--- config.mk ---
export PLATFORM = sky130hd
export DESIGN_NAME = serial_para_frame
export DESIGN_NICKNAME = d
export VERILOG_FILES = /design/src/rtl/serial_para_frame.sv
export SDC_FILE = /design/constraint.sdc
export NUM_CORES = 1
export LEC_CHECK = 0
export CAP_MARGIN = 5
export CORE_UTILIZATION = 51
export DETAILED_ROUTE_END_ITERATION = 8
export GPL_TIMING_DRIVEN = 0
export HOLD_SLACK_MARGIN = 0.02
export PLACE_DENSITY = 0.82
export RECOVER_POWER = 25
export SLEW_MARGIN = 40
export SYNTH_ARGS = -nofsm -noshare
export SYNTH_HDL_FRONTEND = slang
export SYNTH_SLANG_ARGS = --single-unit
export TNS_END_PERCENT = 5
--- constraint.sdc ---
create_clock -name clock -period 3.9 [get_ports clock]
set_input_delay 0.78 -clock clock [delete_from_list [all_inputs] [get_ports clock]]
set_output_delay 0.78 -clock clock [all_outputs]
set_load 0.1 [all_outputs]
--- src/rtl/serial_para_frame.sv ---
`default_nettype none
// ============================================================================
// Module   : serial_para_frame
// Brief    : Serial-to-parallel frame collector for the NTT datapath.
//            Gathers DEPTH coefficients, one per handshake, into a single
//            parallel frame held in a registered output buffer with
//            valid/ready flow control. An optional bit-reversed lane order
//            lets the frame feed butterfly stages directly.
//            All state updates on the falling edge of clock.
// Revision : 1.0 - initial release
// ============================================================================
module serial_para_frame #(
   parameter int WIDTH  = 18,
   parameter int DEPTH  = 8,
   parameter int BITREV = 0
) (
   input  logic                       clock,
   input  logic                       reset_n,
   input  logic                       flush,
   input  logic [WIDTH-1:0]           in_data,
   input  logic                       in_valid,
   output logic                       in_ready,
   output logic [DEPTH*WIDTH-1:0]     out_para,
   output logic                       out_valid,
   input  logic                       out_ready,
   output logic [$clog2(DEPTH)-1:0]   fill_cnt
);

   localparam int CW = $clog2(DEPTH);
   localparam logic [CW-1:0] c_LAST = CW'(DEPTH - 1);

   logic [WIDTH-1:0]       r_cap [DEPTH];
   logic [CW-1:0]          r_fill;
   logic [DEPTH*WIDTH-1:0] r_out;
   logic                   r_valid;

   logic                   w_last;
   logic                   w_ready;
   logic                   w_acc;
   logic [CW-1:0]          w_lane;
   logic [DEPTH*WIDTH-1:0] w_frame;

   // The final sample is the only one that can stall: it needs the output
   // buffer to be empty or being drained on the same edge.
   always_comb begin
      w_last  = (r_fill == c_LAST);
      w_ready = reset_n && !(w_last && r_valid && !out_ready);
      w_acc   = in_valid && w_ready && !flush;
   end

   // Destination lane of the current sample, optionally bit-reversed.
   always_comb begin
      w_lane = '0;
      for (int b = 0; b < CW; b++) begin
         w_lane[b] = (BITREV != 0) ? r_fill[CW-1-b] : r_fill[b];
      end
   end

   // Full frame as it would look with the current sample merged in; only
   // ever captured into r_out, so in_data never reaches out_para directly.
   always_comb begin
      w_frame = '0;
      for (int l = 0; l < DEPTH; l++) begin
         w_frame[l*WIDTH +: WIDTH] = r_cap[l];
      end
      w_frame[int'(w_lane)*WIDTH +: WIDTH] = in_data;
   end

   // Capture buffer, fill counter and double-buffered output frame.
   always_ff @(negedge clock) begin
      if (!reset_n) begin
         for (int l = 0; l < DEPTH; l++) begin
            r_cap[l] <= '0;
         end
         r_fill  <= '0;
         r_out   <= '0;
         r_valid <= 1'b0;
      end else begin
         if (r_valid && out_ready) begin
            r_valid <= 1'b0;
         end
         if (flush) begin
            r_fill <= '0;
         end else if (w_acc) begin
            if (w_last) begin
               r_out   <= w_frame;
               r_valid <= 1'b1;
               r_fill  <= '0;
            end else begin
               r_cap[w_lane] <= in_data;
               r_fill        <= r_fill + 1'b1;
            end
         end
      end
   end

   assign in_ready  = w_ready;
   assign out_para  = r_out;
   assign out_valid = r_valid;
   assign fill_cnt  = r_fill;

endmodule
`default_nettype wire

==> flow_summary.yaml, run 1 <==
logic_synthesis:
  synth_flop_cell: "dfxtp_1"
  synth_area_per_cell_um2: 9.66
  synthesis.area_mm2: 0.0150
  synth-compound-area-share: 0.239
  synth_edf_count: 144
  synth-seq-area-share: 0.485
  synth_warnings: 0
  syn_nets: 1585
  synth-simple-area-share: 0.185
  ys_seq_elements: 292
  syn_inst: 1553
  synth_mux_area_frac: 0.0379
  yosysUniqueCellTypes: 80
  synthAdderAreaFrac: 0.00750
  synth_xor_area_frac: 0.00117
  synthArstFlopShare: 0
  synth_top_family_by_area: "compound AO/OA/AOI/OAI gates"
global_routing:
  grt_overflow: 6
  grt.total_usage: 0.765
  grt_max_degree: 19
clock_network:
  clk_path_buf_depth: 3
  holdBufCountCts: 0
  cts_sinks: 292
  ctsHtreeMaxLevel: 1
  ctsRootBufferMaster: "clkbuf_16"
  cts_made_buffers: 31
placement:
  pre_cts_ws_ps: -1930
  numPortBuffers: 169
  dpl-instance-area_mm2: 0.0168
  placed_cells: 2110
  hpwlAfterDp_um: 58000
  place_congestion: 1.11
status:
  lastStage: "5_1_grt"
  error: "[ERROR GRT-0232] Routing congestion too high. Check the congestion heatmap in the GUI."
  status: "stopped before the end"
floorplan:
  std_cell_rows: 62
  start_util: 0.520
  die_y_um: 174
  die_w_um: 174
  io_pins: 172
timing:
  grt_worst_setup_endpoint: "in_ready"
  worst_endpoint_kind: "primary output"
## Yosys cell counts (7+ instances only)
master,number,share of area
mux2_2,17,0.013
nand3_1,40,0.013
clkbuf_1,114,0.029
dfxtp_1,148,0.20
a31oi_1,23,0.0096
nand2_1,87,0.022
mux2i_1,22,0.015
o211ai_1,21,0.011
o21a_1,8,0.0040
nand4_1,10,0.0042
nor3_1,66,0.022
a21o_1,9,0.0045
and2_1,152,0.063
o21ai_0,132,0.044
a32oi_1,21,0.012
o22ai_1,13,0.0054
nor2b_1,13,0.0054
and3_1,14,0.0058
nand2b_1,12,0.0050
a32o_1,8,0.0053
ha_1,9,0.0075
nor2_1,103,0.026
a2bb2oi_1,8,0.0047
nor4_1,8,0.0033
mux4_2,7,0.011
a21oi_1,68,0.023
a22oi_1,10,0.0050
buf_1,8,0.0020
a221oi_1,21,0.012
o2bb2ai_1,11,0.0064
o31ai_1,36,0.018
a211oi_1,34,0.017
buf_2,15,0.0050
edfxtp_1,144,0.29
a31o_2,10,0.0058
## routing by layer
metal,GRT overflow,track usage
met1,0,0.782
met2,3,0.900
met3,0,0.648
met4,3,0.709
met5,0,0.385
## repair_timing
action / 4_1_cts
buffers inserted: 62
gates cloned: 2
resized for setup: 680
setup endpoints to repair: 579
pin swaps: 35
## logic make-up after synthesis
group / after synthesis
adder cells (fa/ha/maj): 9
XOR/XNOR: 2
buffers and inverters: 157
multiplexers: 46
flip-flops: 292
AND/OR/NAND/NOR: 532
AO/OA/AOI/OAI: 515
## metrics by stage
step / utilization / hold WS, ps / setup TNS [ps]
after CTS: 0.750 / 454 / -51800
after global placement: 0.603 / 443 / -619720
after detailed placement: 0.582 / 446 / -572300
after floorplan: - / 436 / -86550
==> run 2: changes to the inputs <==
--- a/config.mk
+++ b/config.mk
@@ -6,11 +6,10 @@
 export NUM_CORES = 1
 export LEC_CHECK = 0
 export CAP_MARGIN = 5
-export CORE_UTILIZATION = 51
+export CORE_UTILIZATION = 40
 export DETAILED_ROUTE_END_ITERATION = 8
 export GPL_TIMING_DRIVEN = 0
-export HOLD_SLACK_MARGIN = 0.02
-export PLACE_DENSITY = 0.82
+export PLACE_DENSITY_LB_ADDON = 0.15
 export RECOVER_POWER = 25
 export SLEW_MARGIN = 40
 export SYNTH_ARGS = -nofsm -noshare
==> constraint.sdc (replaced) <==
create_clock -name clock -period 5.1 [get_ports clock]
set_input_delay 1.02 -clock clock [delete_from_list [all_inputs] [get_ports clock]]
set_output_delay 1.02 -clock clock [all_outputs]
set_load 0.1 [all_outputs]
==> flow_summary.yaml, run 2 <==
drt:
  first_pass_iters: 6
  drtIter0Drc: 2277
  viasPerCell: 6.52
  avgRoutedWirePerCell_um: 33.3
  drc: 0
  via_count: 16885
  antenna_left: 0
  wirelength_um: 86300
floorplan:
  io_pins: 172
  core-area_mm2: 0.0368
  dieArea_mm2: 0.0383
  std_cell_rows: 70
  die_y_um: 196
  die_w_um: 196
  start_util: 0.408
global_routing:
  grt_antenna_before_repair: 5
  grt_max_degree: 19
  grt_pass1_vias: 16690
  grt.total_usage: 0.447
  grt_overflow: 0
  grt_pass1_wl_um: 119000
logic_synthesis:
  synth_flop_cell: "dfxtp_1"
  synth_area_per_cell_um2: 9.66
  synth_top_area_frac: 0.288
  synth_edf_count: 144
  syn_inst: 1553
  yosysUniqueCellTypes: 80
  synthArstFlopShare: 0
  synth.area.top_cells: "edfxtp_1 29%, dfxtp_1 20%, and2_1 6.3%, o21ai_0 4.4%, clkbuf_1 2.9%"
  synthesis.area_mm2: 0.0150
  syn_nets: 1585
  synth-seq-area-share: 0.485
  synth_top_area_cell: "edfxtp_1"
  ys_seq_elements: 292
  synth_warnings: 0
  netlist_top_cells_count: "152 x and2_1, 148 x dfxtp_1, 144 x edfxtp_1, 132 x o21ai_0, 114 x clkbuf_1"
  yosysMostFrequentCell: "and2_1"
clock_network:
  clk_pin_slew_ps: 30
  cts_sinks: 292
  cts_made_buffers: 35
  ctsHtreeMaxLevel: 2
  cts_tree: "done"
  holdBufCountCts: 0
  clk_path_buf_depth: 3
  ctsRootBufferMaster: "clkbuf_16"
  clock_latency_ps: 640
cells_and_area:
  drive_gt1_frac: 0.243
  multi_input_area_mm2: 0.00779
  fillCellCount: 3416
  ff_latch_area_mm2: 0.00730
  final_common_cell: "inv_1"
  area_growth_pct: 36.3
  utilization: 0.556
  fin_nets: 2126
  layoutNonFillerInstCount: 2589
  final_cell_mix: "306 x inv_1, 163 x buf_2, 152 x and2_1"
placement:
  hpwlAfterDp_um: 61100
  numPortBuffers: 169
  place_congestion: 1.03
  placed_cells: 2196
timing:
  setup_viol: 211
  setup_ws_ps: -202
  rsz0062_at_grt: "true"
  worst-slew-pin-transition_ps: 968
  report.final.slew_viol_count: 0
  skew_ps: 51.3
  finalHoldViolations: 0
  relSlewSlack: 0.355
setup_path:
  worstPathRequired_ps: 4080
  end_kind: "output port"
  worstPathArrival_ps: 4280
  crit_type: "reg -> out"
  r2r_slack_ps: -70
  crit_fanout: 4
  start_kind: "flop"
status:
  status: "complete, but fails checks"
  failed_checks: "negative setup slack"
pwr:
  power.density_mw_per_mm2: 318
  p_leak_nw: 8.99
  totalPowerFinal_mw: 6.51
  ir_worst_vdd_uv: 278
flow_run:
  maxCapViolCount: 0
worst_hold_path:
  worst_hold_path_type: "reg -> reg"
[run 2: logic make-up (layout without fill, tap and decap cells)]
group,after synthesis,count (layout),synth area share
other,0,5,0
adders and majority gates,9,9,0.00750
and+or+nand+nor,532,533,0.185
buffers and inverters,157,719,0.0438
DFF,292,292,0.485
AOI/OAI and AO/OA,515,515,0.239
muxes,46,46,0.0379
xor gates and xnor gates,2,2,0.00117
[run 2: layout make-up]
type                       instances  share of cell area
antenna                            5            0.000612
buffer                           143              0.0494
clock buffer                      36              0.0440
clock inverter                   315              0.0632
inverter                          11             0.00251
multi-input combinational       1105               0.381
sequential                       292               0.357
tap                              468              0.0286
timing repair buffer             214              0.0739
[run 2: final timing paths]
check | start | endpoint | cells after the start
min reg2reg | out_para[8] | out_para[8] | 2
max | fill_cnt[0] | in_ready | 4
min | out_para[8] | out_para[8] | 2
max reg2reg | fill_cnt[0] | out_para[131] | 18
[run 2: worst max-delay path: stages, from the launching register on]
cell     delay, ps
dfxtp_4        360
ha_4           170
ha_4           170
a21oi_4        210
buf_12         200
[run 2: layer usage]
layer | vias to the layer above | GRT usage | wire [um]
met5 | - | 0 | 113
met4 | 2 | 0.299 | 5810
met3 | 323 | 0.162 | 11100
met2 | 1358 | 0.638 | 36000
met1 | 8217 | 0.566 | 33300
li1 | 6985 | - | -
[run 2: through the flow]
| stage | setup TNS (ps) | hold WS [ps] | setup WS, ps | cell area (um2) |
|---|---|---|---|---|
| 2_1_floorplan | -1890 | 436 | -43.4 | 15100 |
| 3_3_place_gp | -497380 | 437 | -2380 | 17400 |
| 3_5_place_dp | -422690 | 433 | -1660 | 16900 |
| 4_1_cts | -268 | 440 | -180 | 20300 |
| 5_1_grt | -10820 | 475 | -199 | 20400 |
| 6_report | -19360 | 437 | -202 | 20500 |
[run 2: power by group]
group	switching [mW]	internal (mW)
combinational	0.389	0.146
clock	1.70	1.74
sequential	0.0149	2.52
[run 2: what timing repair did]
action,4_1_cts,5_1_grt
setup endpoints to repair,405,183
gates cloned,1,0
gates resized for setup,226,39
pin swaps,17,2
setup buffers,36,3
Power figures use the tool's default switching activity.
